## config.mk

```make
export PLATFORM = sky130hd
export DESIGN_NAME = monitor_stream_sched
export DESIGN_NICKNAME = d
export VERILOG_FILES = /design/src/rtl/monitor_sched_pkg.sv /design/src/rtl/monitor_rpt_fifo.sv /design/src/rtl/monitor_stream_sched.sv
export SDC_FILE = /design/constraint.sdc
export NUM_CORES = 1
export LEC_CHECK = 0
export CORE_UTILIZATION = 56
export CTS_BUF_LIST = sky130_fd_sc_hd__clkbuf_4
export CTS_CLUSTER_SIZE = 8
export DETAILED_ROUTE_END_ITERATION = 10
export PLACE_DENSITY = 0.91
export SLEW_MARGIN = 20
export SYNTH_ARGS = -nofsm -noshare
export SYNTH_HDL_FRONTEND = slang
export SYNTH_SLANG_ARGS = --single-unit
```

## constraint.sdc

```tcl
create_clock -name clk -period 3.8 [get_ports clk]
set_clock_uncertainty 0.05 [all_clocks]
set_input_delay 1.14 -clock clk [delete_from_list [all_inputs] [get_ports clk]]
set_output_delay 1.14 -clock clk [all_outputs]
set_load 0.02 [all_outputs]
```

## src/rtl/monitor_sched_pkg.sv

```systemverilog
// rtl/monitor_sched_pkg.sv - shared types and default sizes for the monitor stream scheduler
// Purpose: FSM state enum and report-FIFO entry layout used by the scheduler and its FIFO.
// Contents: *_D localparams (default sizes), sched_state_e, rpt_entry_t {src, vec, offset}.
package monitor_sched_pkg;

  localparam int NUM_REQ_D     = 4;
  localparam int SYM_W_D       = 8;
  localparam int NUM_RPT_D     = 4;
  localparam int OFFS_W_D      = 16;
  localparam int RFIFO_DEPTH_D = 4;
  localparam int SRC_W_D       = $clog2(NUM_REQ_D);

  typedef enum logic [1:0] {
    IDLE   = 2'd0,
    CLEAR  = 2'd1,
    STREAM = 2'd2,
    DRAIN  = 2'd3
  } sched_state_e;

  // Entry field widths follow the *_D sizes above; the top must be built with matching sizes.
  typedef struct packed {
    logic [SRC_W_D-1:0]   src;
    logic [NUM_RPT_D-1:0] vec;
    logic [OFFS_W_D-1:0]  offset;
  } rpt_entry_t;

endpackage

```

## src/rtl/monitor_rpt_fifo.sv

```systemverilog
// rtl/monitor_rpt_fifo.sv - synchronous first-word-fall-through FIFO of tagged report entries
// Purpose: buffers tagged automaton reports for the monitor aggregation logic.
// Ports: clk, reset_n (async active-low), push/din (write), pop/dout (FWFT head),
//        count (occupancy), full, empty.
module monitor_rpt_fifo
  import monitor_sched_pkg::*;
#(
  parameter int DEPTH = RFIFO_DEPTH_D
) (
  input  logic                     clk,
  input  logic                     reset_n,
  input  logic                     push,
  input  logic                     pop,
  input  rpt_entry_t               din,
  output rpt_entry_t               dout,
  output logic [$clog2(DEPTH):0]   count,
  output logic                     full,
  output logic                     empty
);

  localparam int PTR_W = $clog2(DEPTH);

  rpt_entry_t       mem [DEPTH];
  logic [PTR_W-1:0] wr_ptr;
  logic [PTR_W-1:0] rd_ptr;
  logic             do_push;
  logic             do_pop;

  assign empty   = (count == '0);
  assign full    = (count == (PTR_W+1)'(DEPTH));
  assign do_pop  = pop && !empty;
  // A push into a full FIFO is accepted only when the head leaves in the same cycle.
  assign do_push = push && (!full || do_pop);
  assign dout    = mem[rd_ptr];

  always_ff @(posedge clk or negedge reset_n) begin
    if (!reset_n) begin
      wr_ptr <= '0;
      rd_ptr <= '0;
      count  <= '0;
    end else begin
      if (do_push) wr_ptr <= wr_ptr + PTR_W'(1);
      if (do_pop)  rd_ptr <= rd_ptr + PTR_W'(1);
      case ({do_push, do_pop})
        2'b10:   count <= count + (PTR_W+1)'(1);
        2'b01:   count <= count - (PTR_W+1)'(1);
        default: count <= count;
      endcase
    end
  end

  always_ff @(posedge clk) begin
    if (do_push) mem[wr_ptr] <= din;
  end

endmodule

```

## src/rtl/monitor_stream_sched.sv

```systemverilog
// rtl/monitor_stream_sched.sv - time-shares one automata monitor cluster among symbol requesters
// Purpose: round-robin frame grant, one-cycle automaton clear, credit-gated symbol streaming,
//          tagging of non-zero report vectors with source id and symbol offset.
// Ports: req_valid/req_sym/req_last/req_ready (requesters), am_reset/am_run/am_symbols/am_report
//        (automaton), rpt_valid/rpt_ready/rpt_src/rpt_vec/rpt_offset (report FIFO head),
//        busy, frame_done.
module monitor_stream_sched
  import monitor_sched_pkg::*;
#(
  parameter int NUM_REQ     = NUM_REQ_D,
  parameter int SYM_W       = SYM_W_D,
  parameter int NUM_RPT     = NUM_RPT_D,
  parameter int OFFS_W      = OFFS_W_D,
  parameter int RFIFO_DEPTH = RFIFO_DEPTH_D
) (
  input  logic                       clk,
  input  logic                       reset_n,
  input  logic [NUM_REQ-1:0]         req_valid,
  input  logic [NUM_REQ*SYM_W-1:0]   req_sym,
  input  logic [NUM_REQ-1:0]         req_last,
  output logic [NUM_REQ-1:0]         req_ready,
  output logic                       am_reset,
  output logic                       am_run,
  output logic [SYM_W-1:0]           am_symbols,
  input  logic [NUM_RPT-1:0]         am_report,
  output logic                       rpt_valid,
  input  logic                       rpt_ready,
  output logic [$clog2(NUM_REQ)-1:0] rpt_src,
  output logic [NUM_RPT-1:0]         rpt_vec,
  output logic [OFFS_W-1:0]          rpt_offset,
  output logic                       busy,
  output logic                       frame_done
);

  localparam int SRC_W = $clog2(NUM_REQ);
  localparam int CNT_W = $clog2(RFIFO_DEPTH) + 1;

  sched_state_e      state, state_nxt;
  logic [SRC_W-1:0]  gnt;
  logic [SRC_W-1:0]  rr_ptr;
  logic [SRC_W-1:0]  pick;
  logic [SRC_W-1:0]  cand;
  logic              pick_found;
  logic [OFFS_W-1:0] offset;
  logic [OFFS_W-1:0] cap_offset;
  logic              pend;
  logic              consume;
  logic              has_credit;
  logic [CNT_W:0]    used;
  logic [SYM_W-1:0]  sym_sel;
  logic [CNT_W-1:0]  fifo_count;
  logic              fifo_full;
  logic              fifo_empty;
  logic              rpt_push;
  rpt_entry_t        push_entry;
  rpt_entry_t        fifo_dout;

  // Lowest valid requester at or after rr_ptr, wrapping.
  always_comb begin
    pick       = rr_ptr;
    pick_found = 1'b0;
    cand       = '0;
    for (int k = 0; k < NUM_REQ; k++) begin
      cand = SRC_W'((int'(rr_ptr) + k) % NUM_REQ);
      if (!pick_found && req_valid[cand]) begin
        pick       = cand;
        pick_found = 1'b1;
      end
    end
  end

  // A consumed symbol may still push a report next cycle, so the in-flight capture reserves
  // a slot; a pop in the same cycle is deliberately not counted as free space.
  assign used       = {1'b0, fifo_count} + {{CNT_W{1'b0}}, pend};
  assign has_credit = !fifo_full && (used < (CNT_W+1)'(RFIFO_DEPTH));
  assign consume    = (state == STREAM) && req_valid[gnt] && has_credit;
  assign sym_sel    = req_sym[int'(gnt)*SYM_W +: SYM_W];

  always_ff @(posedge clk or negedge reset_n) begin
    if (!reset_n) begin
      state      <= IDLE;
      gnt        <= '0;
      rr_ptr     <= '0;
      offset     <= '0;
      cap_offset <= '0;
      pend       <= 1'b0;
    end else begin
      state <= state_nxt;
      pend  <= consume;
      if (state == IDLE && pick_found) gnt <= pick;
      if (state == CLEAR) offset <= '0;
      if (consume) begin
        cap_offset <= offset;
        if (offset != '1) offset <= offset + OFFS_W'(1);
      end
      if (state == DRAIN) rr_ptr <= SRC_W'((int'(gnt) + 1) % NUM_REQ);
    end
  end

  always_comb begin
    state_nxt  = state;
    am_reset   = 1'b0;
    am_run     = 1'b0;
    req_ready  = '0;
    am_symbols = '0;
    frame_done = 1'b0;
    case (state)
      IDLE: begin
        am_reset = 1'b1;
        if (pick_found) state_nxt = CLEAR;
      end
      CLEAR: begin
        am_reset  = 1'b1;
        state_nxt = STREAM;
      end
      STREAM: begin
        if (consume) begin
          am_run         = 1'b1;
          req_ready[gnt] = 1'b1;
          am_symbols     = sym_sel;
          if (req_last[gnt]) state_nxt = DRAIN;
        end
      end
      DRAIN: begin
        frame_done = 1'b1;
        state_nxt  = IDLE;
      end
      default: state_nxt = IDLE;
    endcase
  end

  assign busy = (state != IDLE);

  // The report of a consumed symbol is valid one cycle later; zero vectors carry no match.
  assign rpt_push          = pend && (|am_report);
  assign push_entry.src    = gnt;
  assign push_entry.vec    = am_report;
  assign push_entry.offset = cap_offset;

  monitor_rpt_fifo #(
    .DEPTH (RFIFO_DEPTH)
  ) u_rpt_fifo (
    .clk     (clk),
    .reset_n (reset_n),
    .push    (rpt_push),
    .pop     (rpt_ready),
    .din     (push_entry),
    .dout    (fifo_dout),
    .count   (fifo_count),
    .full    (fifo_full),
    .empty   (fifo_empty)
  );

  assign rpt_valid  = !fifo_empty;
  assign rpt_src    = fifo_dout.src;
  assign rpt_vec    = fifo_dout.vec;
  assign rpt_offset = fifo_dout.offset;

endmodule
```

==> flow_summary_export.csv <==
group,metric,value,unit
run_status,status,"finished clean",
setup_path,cp-start-kind,"primary input",
routing,first_pass_iters,4,
finish,multiInputGateArea,0.00195,mm^2
timing,finalHoldViolCount,0,
pwr,power_frac_seq,38.6,%
clock_tree,cts_buffers,17,
floorplanning,die_area,0.0109,mm^2
logic_synthesis,synth.cell_area,0.00588,mm^2
grt,antenna_found_initial,0,
finish,syn2layout_area_growth,24.4,%
logic_synthesis,synth.ff_latch_count,134,
hold_path,hold_path_class,"register to register",
setup_path,crit_path_max_incr_delay,0.51,ns
routing,route.detailed.drc,0,
finish,area.sequential,0.00379,mm^2
pwr,switching_share,32.5,%
placed_design,portBuffers,85,
floorplanning,die_h,104,um
clock_tree,clk_pin_slew_worst_paths,0.10,ns
floorplanning,die_w,104,um
timing,tns,0,ns
routing,ant_nets,0,
placed_design,gp_congestion,0.842,
setup_path,cp_common_cell,"buf_6",
routing,via_per_inst,5.64,
floorplanning,pin_count,86,
pwr,p_per_area,650,mW/mm^2
setup_path,critical_path_class,"primary input to output pin",
pwr,p_leak,3.00,nW
finish,diodes,0,
clock_tree,ctsHoldBuffers,0,
setup_path,arrival,2.58,ns
setup_path,crit_required,2.61,ns
pwr,share_comb_of_total_power,38.5,%
pwr,clkPwrFrac,22.9,%
timing,grt_setup_unrepaired,"false",
finish,layout-drive-gt1-share,20.3,%
clock_tree,root_buffer,"clkbuf_4",
grt,grt_first_pass_wirelength,18600,um
setup_path,path_cells,"clkdlybuf4s15_1 -> mux4_2 -> nand4_4 -> clkinvlp_4 -> buf_6 -> buf_6 -> and2_4 -> buf_6",
setup_path,cp_max_fo,6,
routing,drtIter0Drc,278,
pwr,total_power,4.75,mW
timing,clock.fmax,265,MHz
pwr,p_sw,1.54,mW
timing,min_period,3.77,ns
floorplanning,num_rows,37,
logic_synthesis,synth_ff_type,"edfxtp_1",
grt,grt_pass1_vias,3855,
routing,drt-wirelength-per-cell,17.4,um
finish,fillCellCount,604,
logic_synthesis,ys_warn_count,0,
clock_tree,insertion_delay,0.52,ns
finish,final_area,0.00731,mm^2
clock_tree,clock-sinks,134,
routing,vias,3714,
placed_design,hpwl,7600,um
logic_synthesis,syn_nets,460,
timing,final-setup-viol-count,0,
flow_run,max-cap-violations,0,
setup_path,end_kind,"output pin",
finish,nNetsFinal,571,
setup_path,cpMaxStageDelayCell,"mux4_2",
floorplanning,start_util,57.5,%
logic_synthesis,synth_edf_count,88,
logic_synthesis,ys_seq_area_share,64.5,%
pwr,intPower,3.21,mW
timing,tightest_slew,0.589,ns
pwr,ir_drop,0.000344,V
timing,period_share,99.3,%
logic_synthesis,ys_async_sr_fraction,34.3,%
grt,grt_start_max_net_pins,47,
routing,wl,11500,um
timing,timing.final.max_slew_violations,0,
placed_design,placed_cell_area,0.00697,mm^2
clock_tree,ctsHtreeMaxLevel,4,
timing,relSlewSlack,60.7,%
clock_tree,cts_tree,"yes",
floorplanning,core,0.0102,mm^2
clock_tree,clock_path_buffers,2,
grt,grt_usage,22.8,%
logic_synthesis,ys_types,43,
logic_synthesis,syn_avg_cell_area,14.8,um^2
logic_synthesis,syn_inst,398,
grt,globalRouteOverflowTotal,0,
-- sequential cells by signal (all words and copies together) (netlist names), 2 cells and up --
name,flops
u_rpt_fifo.rd_ptr,2
u_rpt_fifo.mem,88
gnt,2
rr_ptr,2
u_rpt_fifo.wr_ptr,2
u_rpt_fifo.count,3
cap_offset,16
state,2
offset,16
-- synth_stat cells, drive strengths merged (4+ instances only) --
cell type	count	area share, %
nand3	7	0.60
inv	17	1.1
a221o	6	1.0
and3	9	0.96
xor2	4	0.60
nor2	17	1.1
ha	14	3.0
o21ai	11	0.94
dfrtp	46	20
mux4	32	12
clkbuf	6	0.38
nand4	4	0.68
a22o	4	0.60
edfxtp	88	45
buf	9	0.87
xnor2	6	0.89
and2	18	1.9
nand2	67	4.3
a21oi	8	0.68
-- cell families after synthesis --
kind of cell    after synthesis  synth area share (%)
flops                       134                  64.5
simple gates                133                  10.8
compound gates               39                  4.68
mux                          35                  12.8
buf+inv                      32                  2.34
fa+ha+maj                    15                  3.32
xor+xnor                     10                  1.49
-- area by class of cell --
type / instances / area share, %
clock buffers: 18 / 1.85
clock inverters: 14 / 2.84
inverters: 17 / 0.924
multi-input cells: 232 / 26.7
flip-flops and latches: 134 / 51.9
well taps: 136 / 2.33
repair buffers: 107 / 13.5
-- worst max-delay path, delay by kind of cell --
kind / cells / cell delay [ns]
buffers and inverters: 5 / 0.69
multiplexers: 1 / 0.51
AND/OR/NAND/NOR: 2 / 0.25
-- stage by stage --
step,setup WS [ns],hold slack (ns),std cells,util (%)
2_1_floorplan,0.278,0.426,398,-
3_3_place_gp,-0.472,0.437,622,68.1
3_5_place_dp,-0.503,0.466,622,68.1
4_1_cts,0.0319,0.487,658,71.5
5_1_grt,0.00138,0.506,658,71.5
6_report,0.0267,0.483,658,71.5
-- repair_timing --
action	CTS	global route
buffers inserted	4	0
endpoints found under the setup margin	13	0
gates resized for setup	64	0
-- cells in the final DEF, fill, tap and decap left out, types with 7 or more instances in the layout --
cell type / count
and2_1: 17
inv_1: 16
edfxtp_1: 88
nor2_1: 17
o21ai_0: 11
mux4_2: 32
ha_1: 14
clkbuf_4: 18
nand2_1: 67
a21oi_1: 8
dfrtp_1: 46
clkdlybuf4s50_1: 67
buf_2: 11
and3_1: 9
nand3_1: 7
buf_4: 19
-- power groups by stage --
stage / clock network, mW / logic [mW] / registers [mW]
3_3_place_gp: 0 / 1.77 / 1.85
5_1_grt: 1.17 / 1.97 / 1.85
6_report: 1.09 / 1.83 / 1.83
4_1_cts: 1.11 / 1.86 / 1.84
3_5_place_dp: 0 / 1.82 / 1.87
2_1_floorplan: 0 / 1.16 / 1.84
-- layer usage --
layer  vias up  routed length (um)  share of wire [%]  track usage, %
met3        20                 617                5.4            5.08
met2       153                6140                 54            40.4
met1      1835                4450                 39            26.7
li1       1706                   -                  -               -
met5         -                   0                  0               0
met4         0                 245                2.1            9.69
-- path summary, 6_finish.rpt --
| check | from | endpoint | slack [ns] | cells past startpoint |
|---|---|---|---|---|
| worst max-delay path | req_valid[3] | req_ready[0] | 0.03 | 8 |
| min in group asynchronous | reset_n | cap_offset[10] | 0.57 | 1 |
| max in group asynchronous | reset_n | u_rpt_fifo.count[1] | 2.73 | 1 |
| worst min-delay path | cap_offset[6] | u_rpt_fifo.mem[1][6] | 0.48 | 0 |
| worst min register to register | cap_offset[6] | u_rpt_fifo.mem[1][6] | 0.48 | 0 |
| worst max register to register | state[0] | offset[6] | 1.23 | 11 |
No activity file was read; power rests on OpenSTA's default activity.
